<file path="src/rtl/duck_draw_if.sv">
// Request/acknowledge link between the duck motion sequencer and the shared pixel drawer.
interface duck_draw_if #(
  parameter int unsigned X_W = 8,
  parameter int unsigned Y_W = 7
);
  logic           draw_req;
  logic           draw_erase;
  logic [1:0]     draw_id;
  logic [X_W-1:0] draw_x;
  logic [Y_W-1:0] draw_y;
  logic           draw_done;

  modport master (
    output draw_req, draw_erase, draw_id, draw_x, draw_y,
    input  draw_done
  );

  modport slave (
    input  draw_req, draw_erase, draw_id, draw_x, draw_y,
    output draw_done
  );
endinterface

</file>
<file path="src/rtl/duck_motion_ctrl.sv">
// Multi-duck movement controller: per tick, walks every duck through erase/update/draw
// against the shared pixel drawer, applying flight, bounce, fall and fly-off rules.
module duck_motion_ctrl #(
  parameter int unsigned N_DUCKS   = 2,
  parameter int unsigned X_W       = 8,
  parameter int unsigned Y_W       = 7,
  parameter int unsigned X_MAX     = 152,
  parameter int unsigned Y_MAX     = 112,
  parameter int unsigned STEP      = 2,
  parameter int unsigned SPAWN_X   = 16,
  parameter int unsigned SPAWN_GAP = 40
) (
  input  logic                   clk,
  input  logic                   reset_n,
  input  logic                   tick_i,
  input  logic                   round_start_i,
  input  logic [2*N_DUCKS-1:0]   rand_dir_i,
  input  logic [N_DUCKS-1:0]     shot_i,
  input  logic                   escape_i,
  duck_draw_if.master            draw,
  output logic [N_DUCKS-1:0]     alive_o,
  output logic [N_DUCKS-1:0]     fell_o,
  output logic [N_DUCKS-1:0]     escaped_o,
  output logic                   round_over_o,
  output logic                   tick_overrun_o
);

  localparam int unsigned IDX_W = (N_DUCKS > 1) ? $clog2(N_DUCKS) : 1;

  localparam logic [X_W:0]   STEP_XW = (X_W+1)'(STEP);
  localparam logic [X_W:0]   XMAX_XW = (X_W+1)'(X_MAX);
  localparam logic [Y_W:0]   STEP_YW = (Y_W+1)'(STEP);
  localparam logic [Y_W:0]   YMAX_YW = (Y_W+1)'(Y_MAX);
  localparam logic [X_W-1:0] STEP_X  = X_W'(STEP);
  localparam logic [Y_W-1:0] STEP_Y  = Y_W'(STEP);

  typedef enum logic [2:0] {M_IDLE, M_FLY, M_FALL, M_ESC, M_GONE} mode_e;
  typedef enum logic [2:0] {S_WAIT, S_ERASE, S_UPDATE, S_DRAW, S_NEXT} seq_e;

  seq_e               seq_q;
  logic [IDX_W-1:0]   idx_q;
  mode_e              mode_q [N_DUCKS];
  logic [X_W-1:0]     x_q    [N_DUCKS];
  logic [Y_W-1:0]     y_q    [N_DUCKS];
  logic [N_DUCKS-1:0] flip_q, pshot_q, pesc_q, alive_q, fell_q, escaped_q;
  logic               round_over_q, overrun_q, rs_pend_q, tick_hold_q;
  logic               req_q, erase_q;
  logic [1:0]         id_q;
  logic [X_W-1:0]     dx_q;
  logic [Y_W-1:0]     dy_q;

  mode_e              nm;
  logic [X_W-1:0]     nx;
  logic [Y_W-1:0]     ny;
  logic               nflip, nfell, nesc, go_right, go_down, all_gone;
  logic [N_DUCKS-1:0] pshot_d, pesc_d;
  logic [IDX_W-1:0]   nxt_idx;

  // Next position/mode of the duck currently selected by the sequencer.
  always_comb begin
    nm       = mode_q[idx_q];
    nx       = x_q[idx_q];
    ny       = y_q[idx_q];
    nflip    = flip_q[idx_q];
    nfell    = 1'b0;
    nesc     = 1'b0;
    go_right = 1'b0;
    go_down  = 1'b0;
    if (pshot_q[idx_q] && (nm == M_FLY || nm == M_ESC)) nm = M_FALL;
    else if (pesc_q[idx_q] && nm == M_FLY)              nm = M_ESC;
    go_right = rand_dir_i[{idx_q, 1'b0}] ^ nflip;
    go_down  = rand_dir_i[{idx_q, 1'b1}];
    case (nm)
      M_FLY: begin
        if (go_right) begin
          if ((X_W+1)'(nx) + STEP_XW > XMAX_XW) begin
            nx    = X_W'(X_MAX);
            nflip = ~nflip;
          end else nx = nx + STEP_X;
        end else begin
          if (nx < STEP_X) begin
            nx    = '0;
            nflip = ~nflip;
          end else nx = nx - STEP_X;
        end
        if (go_down) ny = ((Y_W+1)'(ny) + STEP_YW > YMAX_YW) ? Y_W'(Y_MAX) : ny + STEP_Y;
        else         ny = (ny < STEP_Y) ? '0 : ny - STEP_Y;
      end
      M_FALL: begin
        if ((Y_W+1)'(ny) + STEP_YW >= YMAX_YW) begin
          ny    = Y_W'(Y_MAX);
          nm    = M_GONE;
          nfell = 1'b1;
        end else ny = ny + STEP_Y;
      end
      M_ESC: begin
        if (ny < STEP_Y) begin
          nm   = M_GONE;
          nesc = 1'b1;
        end else ny = ny - STEP_Y;
      end
      default: ;
    endcase
  end

  // Pending hit/escape latches, consumed when their duck is updated.
  always_comb begin
    pshot_d  = pshot_q;
    pesc_d   = pesc_q;
    all_gone = 1'b1;
    nxt_idx  = idx_q + IDX_W'(1);
    if (seq_q == S_UPDATE) begin
      pshot_d[idx_q] = 1'b0;
      pesc_d[idx_q]  = 1'b0;
    end
    for (int i = 0; i < N_DUCKS; i++) begin
      if (shot_i[i] && (mode_q[i] inside {M_FLY, M_FALL, M_ESC})) pshot_d[i] = 1'b1;
      if (escape_i && mode_q[i] == M_FLY) pesc_d[i] = 1'b1;
      if (mode_q[i] != M_GONE) all_gone = 1'b0;
    end
  end

  always_ff @(posedge clk or negedge reset_n) begin
    if (!reset_n) begin
      seq_q        <= S_WAIT;
      idx_q        <= '0;
      flip_q       <= '0;
      pshot_q      <= '0;
      pesc_q       <= '0;
      alive_q      <= '0;
      fell_q       <= '0;
      escaped_q    <= '0;
      round_over_q <= 1'b0;
      overrun_q    <= 1'b0;
      rs_pend_q    <= 1'b0;
      tick_hold_q  <= 1'b0;
      req_q        <= 1'b0;
      erase_q      <= 1'b0;
      id_q         <= '0;
      dx_q         <= '0;
      dy_q         <= '0;
      for (int i = 0; i < N_DUCKS; i++) begin
        mode_q[i] <= M_IDLE;
        x_q[i]    <= '0;
        y_q[i]    <= '0;
      end
    end else begin
      pshot_q <= pshot_d;
      pesc_q  <= pesc_d;
      if (all_gone) round_over_q <= 1'b1;
      if (seq_q != S_WAIT) begin
        if (tick_i)        overrun_q <= 1'b1;
        if (round_start_i) rs_pend_q <= 1'b1;
      end
      case (seq_q)
        S_WAIT: begin
          if (round_start_i || rs_pend_q) begin
            // Spawn costs this cycle; a coincident tick is replayed on the next one.
            rs_pend_q    <= 1'b0;
            tick_hold_q  <= tick_i;
            pshot_q      <= '0;
            pesc_q       <= '0;
            flip_q       <= '0;
            fell_q       <= '0;
            escaped_q    <= '0;
            round_over_q <= 1'b0;
            alive_q      <= '1;
            for (int i = 0; i < N_DUCKS; i++) begin
              mode_q[i] <= M_FLY;
              x_q[i]    <= X_W'(SPAWN_X + SPAWN_GAP * i);
              y_q[i]    <= Y_W'(Y_MAX);
            end
          end else if (tick_i || tick_hold_q) begin
            tick_hold_q <= 1'b0;
            idx_q       <= '0;
            req_q       <= alive_q[0];
            erase_q     <= 1'b1;
            id_q        <= '0;
            dx_q        <= x_q[0];
            dy_q        <= y_q[0];
            seq_q       <= S_ERASE;
          end
        end
        S_ERASE: begin
          if (!alive_q[idx_q]) seq_q <= S_NEXT;
          else if (draw.draw_done) begin
            req_q <= 1'b0;
            seq_q <= S_UPDATE;
          end
        end
        S_UPDATE: begin
          mode_q[idx_q]  <= nm;
          x_q[idx_q]     <= nx;
          y_q[idx_q]     <= ny;
          flip_q[idx_q]  <= nflip;
          alive_q[idx_q] <= (nm != M_GONE);
          if (nfell) fell_q[idx_q]    <= 1'b1;
          if (nesc)  escaped_q[idx_q] <= 1'b1;
          if (nm == M_GONE) seq_q <= S_NEXT;
          else begin
            req_q   <= 1'b1;
            erase_q <= 1'b0;
            dx_q    <= nx;
            dy_q    <= ny;
            seq_q   <= S_DRAW;
          end
        end
        S_DRAW: begin
          if (draw.draw_done) begin
            req_q <= 1'b0;
            seq_q <= S_NEXT;
          end
        end
        S_NEXT: begin
          if (idx_q == IDX_W'(N_DUCKS - 1)) seq_q <= S_WAIT;
          else begin
            idx_q   <= nxt_idx;
            req_q   <= alive_q[nxt_idx];
            erase_q <= 1'b1;
            id_q    <= 2'(nxt_idx);
            dx_q    <= x_q[nxt_idx];
            dy_q    <= y_q[nxt_idx];
            seq_q   <= S_ERASE;
          end
        end
        default: seq_q <= S_WAIT;
      endcase
    end
  end

  assign draw.draw_req   = req_q;
  assign draw.draw_erase = erase_q;
  assign draw.draw_id    = id_q;
  assign draw.draw_x     = dx_q;
  assign draw.draw_y     = dy_q;
  assign alive_o         = alive_q;
  assign fell_o          = fell_q;
  assign escaped_o       = escaped_q;
  assign round_over_o    = round_over_q;
  assign tick_overrun_o  = overrun_q;

endmodule

</file>
<file path="src/flat_wrapper.sv">
// flat-port wrapper written by rule: the top's interface ports become plain ports
module duck_motion_ctrl_flat 
#(
  parameter int unsigned N_DUCKS   = 2,
  parameter int unsigned X_W       = 8,
  parameter int unsigned Y_W       = 7,
  parameter int unsigned X_MAX     = 152,
  parameter int unsigned Y_MAX     = 112,
  parameter int unsigned STEP      = 2,
  parameter int unsigned SPAWN_X   = 16,
  parameter int unsigned SPAWN_GAP = 40
)
  (clk, reset_n, tick_i, round_start_i, rand_dir_i, shot_i, escape_i, alive_o, fell_o, escaped_o, round_over_o, tick_overrun_o, draw_draw_req, draw_draw_erase, draw_draw_id, draw_draw_x, draw_draw_y, draw_draw_done);
  duck_draw_if #(.X_W(X_W), .Y_W(Y_W)) draw_i ();
  input  logic clk;
  input  logic reset_n;
  input  logic tick_i;
  input  logic round_start_i;
  input  logic [2*N_DUCKS-1:0] rand_dir_i;
  input  logic [N_DUCKS-1:0] shot_i;
  input  logic escape_i;
  output logic [N_DUCKS-1:0] alive_o;
  output logic [N_DUCKS-1:0] fell_o;
  output logic [N_DUCKS-1:0] escaped_o;
  output logic round_over_o;
  output logic tick_overrun_o;
  output wire logic [$bits(draw_i.draw_req)-1:0] draw_draw_req;
  output wire logic [$bits(draw_i.draw_erase)-1:0] draw_draw_erase;
  output wire logic [$bits(draw_i.draw_id)-1:0] draw_draw_id;
  output wire logic [$bits(draw_i.draw_x)-1:0] draw_draw_x;
  output wire logic [$bits(draw_i.draw_y)-1:0] draw_draw_y;
  input wire logic [$bits(draw_i.draw_done)-1:0] draw_draw_done;
  assign draw_draw_req = draw_i.draw_req;
  assign draw_draw_erase = draw_i.draw_erase;
  assign draw_draw_id = draw_i.draw_id;
  assign draw_draw_x = draw_i.draw_x;
  assign draw_draw_y = draw_i.draw_y;
  assign draw_i.draw_done = draw_draw_done;
  duck_motion_ctrl #(.N_DUCKS(N_DUCKS), .X_W(X_W), .Y_W(Y_W), .X_MAX(X_MAX), .Y_MAX(Y_MAX), .STEP(STEP), .SPAWN_X(SPAWN_X), .SPAWN_GAP(SPAWN_GAP)) u_core (.clk(clk), .reset_n(reset_n), .tick_i(tick_i), .round_start_i(round_start_i), .rand_dir_i(rand_dir_i), .shot_i(shot_i), .escape_i(escape_i), .draw(draw_i), .alive_o(alive_o), .fell_o(fell_o), .escaped_o(escaped_o), .round_over_o(round_over_o), .tick_overrun_o(tick_overrun_o));
endmodule
</file>
<file path="config.mk">
export PLATFORM = sky130hd
export DESIGN_NAME = duck_motion_ctrl_flat
export DESIGN_NICKNAME = d
export VERILOG_FILES = /design/src/rtl/duck_draw_if.sv /design/src/rtl/duck_motion_ctrl.sv /design/src/flat_wrapper.sv
export SDC_FILE = /design/constraint.sdc
export NUM_CORES = 1
export LEC_CHECK = 0
export ABC_AREA = 1
export BUFFER_PORTS_ARGS = -buffer_cell sky130_fd_sc_hd__buf_2
export CAP_MARGIN = 20
export CORE_AREA = 4 4 134 136
export CTS_BUF_LIST = sky130_fd_sc_hd__clkbuf_4 sky130_fd_sc_hd__clkbuf_8 sky130_fd_sc_hd__clkbuf_16
export DETAILED_ROUTE_END_ITERATION = 8
export DIE_AREA = 0 0 138 140
export PLACE_DENSITY_LB_ADDON = 0.08
export SETUP_SLACK_MARGIN = 0.3
export SYNTH_ARGS = -nofsm -noshare
export SYNTH_HDL_FRONTEND = slang
export SYNTH_SLANG_ARGS = --single-unit
export TNS_END_PERCENT = 30
</file>
<file path="constraint.sdc">
create_clock -name clk -period 3.4 [get_ports clk]
set_clock_uncertainty 0.2 [all_clocks]
set_input_delay 0.68 -clock clk [delete_from_list [all_inputs] [get_ports clk]]
set_output_delay 0.68 -clock clk [all_outputs]
set_load 0.1 [all_outputs]
</file>
==> Word level (Yosys, flattened, before mapping) <==
Index checks and enable logic that the tools add are counted.
{ "word_totals": {"mem_bits_rw": 0, "ff_bits": 75, "memories": 0, "out_inout_bits": 27, "mem_bits_ro": 0, "latchBits": 0, "word_cells": 248, "in_bits": 12} }
{ "op_classes": {"muxes": 137, "n_bitwise": 9, "n_reduce_logical": 30, "div": 0, "n_lt_le_gt_ge": 13, "eq_ne": 29, "shift": 0, "mul": 0, "add_sub_neg": 7} }
{ "op_table": {"columns": ["op", "n"], "rows": [
  ["$mux 8", 15],
  ["$mux 7", 16],
  ["$mux 1", 51],
  ["$mux 3", 14],
  ["$pmux 7 s3", 2],
  ["$pmux 16 s2", 1],
  ["$pmux 14 s2", 1],
  ["$eq 3x2->1 const B", 9],
  ["$mux 2", 13],
  ["$pmux 8 s3", 1],
  ["$pmux 2 s2", 5],
  ["$bwmux 16", 1],
  ["$mux 16", 1],
  ["$eq 3x1->1 const B", 5],
  ["$pmux 3 s5", 1],
  ["$bwmux 14", 1],
  ["$mux 14", 1],
  ["$ne 3x3->1 const B", 4],
  ["$pmux 6 s2", 1],
  ["$reduce_bool 3->1", 4],
  ["$ne 2x1->1 const B", 5],
  ["$add 8x2->9 const B", 1],
  ["$gt 9x8->1 const B", 1],
  ["$reduce_and 3->1", 3],
  ["43 further kinds", 68]
]} }

==> Longest topological paths before layout <==
{ "logic_depth": {"depth_word": 13, "depth_mapped": 22, "mapped_depth_nobuf": 20} }

==> Least setup slack after synthesis <==
No wires, ideal clock.
{ "synth_path": {"path_kind": "reg-to-reg", "start": "register u_core.idx_q", "end": "register u_core.dy_q[0], in the netlist u_core.draw.draw_y[0]", "setup_ps": 120, "slack_ps": 773, "path_stages_with_launch": 19, "arrival_ps": 2307, "path_cell_list": "dfrtp_1 > buf_6 > buf_6 > o21ai_4 > ha_1 > inv_1 > nor2_1 > nand3_2 > nand2_1 > nand3_2 > nand2_2 > nand3_2 > nor2_4 > nand3_4 > nand2_4 > inv_4 > buf_6 > nand2_1 > nand2_1"} }
{ "synth_between": {"elab_chain_cells": 13, "elab_cells_between_ends": 50, "classes_between": "add/sub: 4; order compare: 3; eq/ne: 8; mux: 29; bitwise: 2; reduce/logical: 4"} }
{ "synth_rtl": {"columns": ["element", "line", "text"], "rows": [
  ["from (decl)", "duck_motion_ctrl.sv:41", "logic [IDX_W-1:0] idx_q;"],
  ["from (signal assigned)", "duck_motion_ctrl.sv:217", "idx_q <= nxt_idx;"],
  ["branches (longest 13 deep; another with $add 7x2->8)", null, null],
  ["to (signal assigned)", "duck_motion_ctrl.sv:180", "dy_q <= y_q[0];"],
  ["to (signal assigned)", "duck_motion_ctrl.sv:204", "dy_q <= ny;"],
  ["to (signal assigned)", "duck_motion_ctrl.sv:222", "dy_q <= y_q[nxt_idx];"],
  ["to (decl)", "duck_motion_ctrl.sv:50", "logic [Y_W-1:0] dy_q;"]
]} }
Several ways; the timed one is not identified. The select of a mux whose other input is x is not followed.
A chain may end at the register's enable or synchronous reset.

==> Worst setup path in the final report <==
{ "layout_path": {"start": "register u_core.idx_q", "end": "register u_core.dx_q[1], in the netlist u_core.draw.draw_x[1]"} }
{ "layout_between": {"elab_chain_cells": 13, "elab_cells_between_ends": 56, "classes_between": "add/sub: 5; order compare: 4; eq/ne: 8; mux: 32; bitwise: 3; reduce/logical: 4"} }
{ "layout_rtl": {"columns": ["element", "line", "text"], "rows": [
  ["branches (longest 13 deep; another with $add 7x2->8)", null, null],
  ["to (signal assigned)", "duck_motion_ctrl.sv:179", "dx_q <= x_q[0];"],
  ["to (signal assigned)", "duck_motion_ctrl.sv:203", "dx_q <= nx;"],
  ["to (signal assigned)", "duck_motion_ctrl.sv:221", "dx_q <= x_q[nxt_idx];"],
  ["to (decl)", "duck_motion_ctrl.sv:49", "logic [X_W-1:0] dx_q;"]
]} }
Several ways; the timed one is not identified. The select of a mux whose other input is x is not followed.

==> results.rst <==
.. list-table::
   :header-rows: 1

   * - Metric
     - Value
   * - Run status
     - finished clean
   * - TritonCTS clock tree
     - yes
   * - Total negative slack
     - 0 ns
   * - CTS Buf Count
     - 9
   * - Number of input and output port buffers inserted
     - 37
   * - Post-synthesis adder-cell area fraction
     - 1.268%
   * - Drt via density
     - 4.935
   * - Crit. End Element
     - flop
   * - End point of the critical path
     - u_core.draw.draw_x[1]
   * - Detailed-routing iteration count for the pre-antenna-repair pass
     - 5
   * - Max H-tree Level
     - 3
   * - Xor and xnor fraction of the mapped netlist area
     - 1.243%
   * - Multiplexer share of the synthesized area
     - 0%
   * - RD Place Congestion
     - 0.9552
   * - Count of final max-slew check failures
     - 0
   * - Die area
     - 19320 µm²
   * - Number of maximum-capacitance violations
     - 0
   * - Final period demand of the worst path
     - 2.974 ns
   * - Register bit count reported by yosys
     - 74
   * - Required time at the worst-slack endpoint
     - 3.44 ns
   * - Wirelength, routed
     - 16600 µm
   * - Pin count of the biggest net entering global routing
     - 43
   * - Setup-violating endpoint count in the final report
     - 0
   * - Clk_lat worst skew
     - 0.35 ns
   * - YS warnings
     - 0
   * - Residual DRC
     - 0
   * - Most numerous cell in the Yosys netlist
     - sky130_fd_sc_hd__nand2_1
   * - Biggest area contributors in the synthesized netlist
     - sky130_fd_sc_hd__dfrtp_1 (38%), sky130_fd_sc_hd__nand2_1 (19%), sky130_fd_sc_hd__inv_1 (6.3%)
   * - Number of diodes added for antenna fixing
     - 0
   * - Number of sinks on the clock net
     - 74
   * - Cell breakdown of the critical path
     - buf_4, buf_4, o21ai_2, ha_2, nand3_1, nor2_2, xor2_2, nand2_2, nand2_1, nand2_2, nand2_1, nand2_2, nand3_1, nand3_1, nand2_1, nand2_1
   * - Core outline area
     - 16940 µm²
   * - Worst Path Max Fanout
     - 7
   * - Antenna violation net count after detailed routing
     - 0
   * - Unrepaired setup endpoints after global routing
     - true
   * - Number of flops mapped to enable cells by yosys
     - 0
   * - Period utilization
     - 87.46%
   * - Fraction of synthesized cell area taken by the top area cell type
     - between 30% and 40%
   * - Post-synth top area cell
     - sky130_fd_sc_hd__dfrtp_1
   * - Number of hold violations in the final report
     - 0
   * - Area delta synth->final
     - 21.15%
   * - CP startpoint
     - u_core.idx_q
   * - Syn avg cell area
     - 6.900 µm²
   * - Die height
     - 140 µm
   * - Synthesized-area fraction occupied by and/or/nand/nor cells
     - approximately a third
   * - Crit-path most repeated cell
     - sky130_fd_sc_hd__nand2_1
   * - R2R Path Start
     - u_core.idx_q
   * - Num rows
     - 48
   * - Number of placed I/O pins
     - 39
   * - Net count after synthesis
     - 732
   * - Global-route wire length before repair
     - 26450 µm
   * - Post-DP HPWL
     - 12140 µm
   * - Grt total ovfl
     - 0
   * - CTS root buf
     - sky130_fd_sc_hd__clkbuf_16
   * - Largest family of logic cells by synthesized area
     - simple AND/OR/NAND/NOR gates
   * - Global-route usage over all layers
     - between 10% and 20%
   * - Post-DR wirelength/cell
     - 16.39 µm
   * - Width of the die
     - 138 µm
   * - Setup slack on the worst flop-to-flop path
     - 0.43 ns
   * - Slowest cell on the critical path
     - sky130_fd_sc_hd__dfrtp_4
   * - Nature of the critical path startpoint
     - flop
   * - Mapped cell area
     - 4933 µm²
   * - Sequential-to-total area share from yosys stat
     - 37.53%
   * - Number of global-route vias before repair
     - about 4900
   * - Net count of the finished layout
     - 800
   * - CTS clock-pin slew for the worst setup and hold paths
     - roughly 0.060 ns
   * - Slew @ Worst Pin
     - 0.7919 ns
   * - Via count of the routed design
     - 4999
   * - Cell types with the highest counts after synthesis
     - sky130_fd_sc_hd__nand2_1 (247), sky130_fd_sc_hd__inv_1 (83), sky130_fd_sc_hd__dfrtp_1 (74)
   * - Max frequency
     - roughly 0.34 GHz
   * - Arrival @ worst endpoint
     - 3.02 ns
   * - Violation count after the first detailed-route iteration
     - 348
   * - Effective utilization at floorplan
     - between 20% and 30%
   * - Post-synth cell types
     - 44
   * - Worst min-delay path category
     - in2async
   * - Fraction of the mapped netlist area in compound gates
     - 16.16%
   * - Async set-or-reset flop fraction in the synthesized netlist
     - 100.0%
   * - Maximum clock insertion buffer count
     - 2
   * - Headroom to the max-slew limit
     - between 40% and 50%
   * - Fraction of layout instances using a drive strength above 1
     - 18.40%
   * - Number of antenna violations at the first check in global routing
     - 0
   * - Commonest register cell after synthesis
     - sky130_fd_sc_hd__dfrtp_1
   * - Endpoint of the most critical register-to-register path
     - u_core.draw.draw_x[1]
   * - Synthesized instance count
     - approximately 700
   * - Setup Crit Path Kind
     - reg2reg
   * - Path depth of the worst reg2reg path
     - 16
   * - CP peak stage delay
     - between 0.5 and 0.6 ns
[worst min-delay path by stage]
stage                                  to  slack, ns             startpoint  cells past startpoint
floorplan               u_core.alive_o[0]       0.18                reset_n                      0
global placement    u_core.tick_overrun_o       0.24  u_core.tick_overrun_o                      1
detailed placement  u_core.tick_overrun_o       0.25  u_core.tick_overrun_o                      1
CTS                      u_core.flip_q[1]       0.16                reset_n                      1
global route             u_core.flip_q[0]       0.19                reset_n                      1
finish                   u_core.flip_q[1]       0.13                reset_n                      1
[area by class of cell]
class	instances	area, µm²
Tap cell	225	281.5
Clock inverter	7	93.84
Clock buffer	9	225.2
Timing Repair Buffer	78	499.2
Inverter	92	347.8
Sequential cell	74	1856
Fill cell	1866	10960
Multi-Input combinational cell	528	2674
[cells by family after synthesis]
kind of cell | count (synthesis)
buffers and inverters | 113
flip-flops | 74
other | 1
adder cells (fa/ha/maj) | 5
AND/OR/NAND/NOR | 387
XOR/XNOR | 7
AO/OA/AOI/OAI | 128
[layer usage]
metal | routed length (µm) | GRT usage (%) | share of wire, %
met1 | 7037 | 20.87 | 42
met2 | 8302 | 30.06 | 50
met3 | 752 | 3.858 | 4.5
met4 | 507 | 6.084 | 3.1
met5 | 0 | 0 | 0
[critical path: cells and delay by family (launching register included)]
kind,cells,cell delay (ns)
AO/OA/AOI/OAI,1,0.18
XOR/XNOR,1,0.20
adder cells (fa/ha/maj),1,0.22
buffers and inverters,2,0.34
flip-flops,1,0.54
AND/OR/NAND/NOR,11,1.18
[what timing repair did]
item / 4_1_cts / 5_1_grt
setup endpoints to repair: 13 / 37
setup buffers: 2 / 14
pin swaps: 1 / 5
resized for setup: 2 / 19
hold buffers: 0 / 0
[cell usage in the layout (no fill, tap or decap), types with 3 or more instances in the layout]
| master | instances |
|---|---|
| sky130_fd_sc_hd__nand3_1 | 53 |
| sky130_fd_sc_hd__buf_4 | 41 |
| sky130_fd_sc_hd__or2_2 | 3 |
| sky130_fd_sc_hd__inv_1 | 83 |
| sky130_fd_sc_hd__nor2_4 | 4 |
| sky130_fd_sc_hd__nor2_1 | 46 |
| sky130_fd_sc_hd__nand3_2 | 4 |
| sky130_fd_sc_hd__o21ai_2 | 5 |
| sky130_fd_sc_hd__o211ai_1 | 7 |
| sky130_fd_sc_hd__nand2_2 | 11 |
| sky130_fd_sc_hd__nand4_1 | 9 |
| sky130_fd_sc_hd__ha_1 | 3 |
| sky130_fd_sc_hd__nor3_1 | 4 |
| sky130_fd_sc_hd__buf_2 | 36 |
| sky130_fd_sc_hd__o21a_1 | 4 |
| sky130_fd_sc_hd__o21ai_0 | 42 |
| sky130_fd_sc_hd__o21ai_1 | 11 |
| sky130_fd_sc_hd__nand2_1 | 242 |
| sky130_fd_sc_hd__xor2_1 | 5 |
| sky130_fd_sc_hd__clkbuf_16 | 9 |
| sky130_fd_sc_hd__o21ai_4 | 5 |
| sky130_fd_sc_hd__dfrtp_1 | 73 |
| sky130_fd_sc_hd__nor2_2 | 4 |
| sky130_fd_sc_hd__a22oi_1 | 11 |
| sky130_fd_sc_hd__inv_2 | 6 |
| sky130_fd_sc_hd__o22ai_1 | 20 |
| sky130_fd_sc_hd__a21oi_1 | 16 |
[sequential cells by signal, summed over array words and instances (netlist names), 2 cells and up]
name,count
u_core.x_q,16
u_core.y_q,14
u_core.draw.draw_x,8
u_core.draw.draw_y,7
u_core.mode_q,6
u_core.seq_q,3
u_core.alive_o,2
u_core.escaped_o,2
u_core.fell_o,2
u_core.flip_q,2
u_core.pesc_q,2
u_core.pshot_q,2
[metrics by stage]
| stage | utilization (%) | std cells | area, µm² | hold WS [ns] | worst slack (ns) |
|---|---|---|---|---|---|
| after floorplan | - | 715 | 4933 | 0.1844 | 0.7734 |
| after global placement | 32.23 | 981 | 5459 | 0.2399 | 0.1399 |
| after detailed placement | 32.23 | 981 | 5459 | 0.2501 | 0.1439 |
| after CTS | 34.22 | 999 | 5796 | 0.1620 | 0.3498 |
| after global routing | 35.29 | 1013 | 5977 | 0.1863 | 0.2630 |
| final | 35.29 | 1013 | 5977 | 0.1344 | 0.4264 |
Power is not shown: default switching activity piles up to over one toggle a cycle in this logic, so the estimate is an artifact.
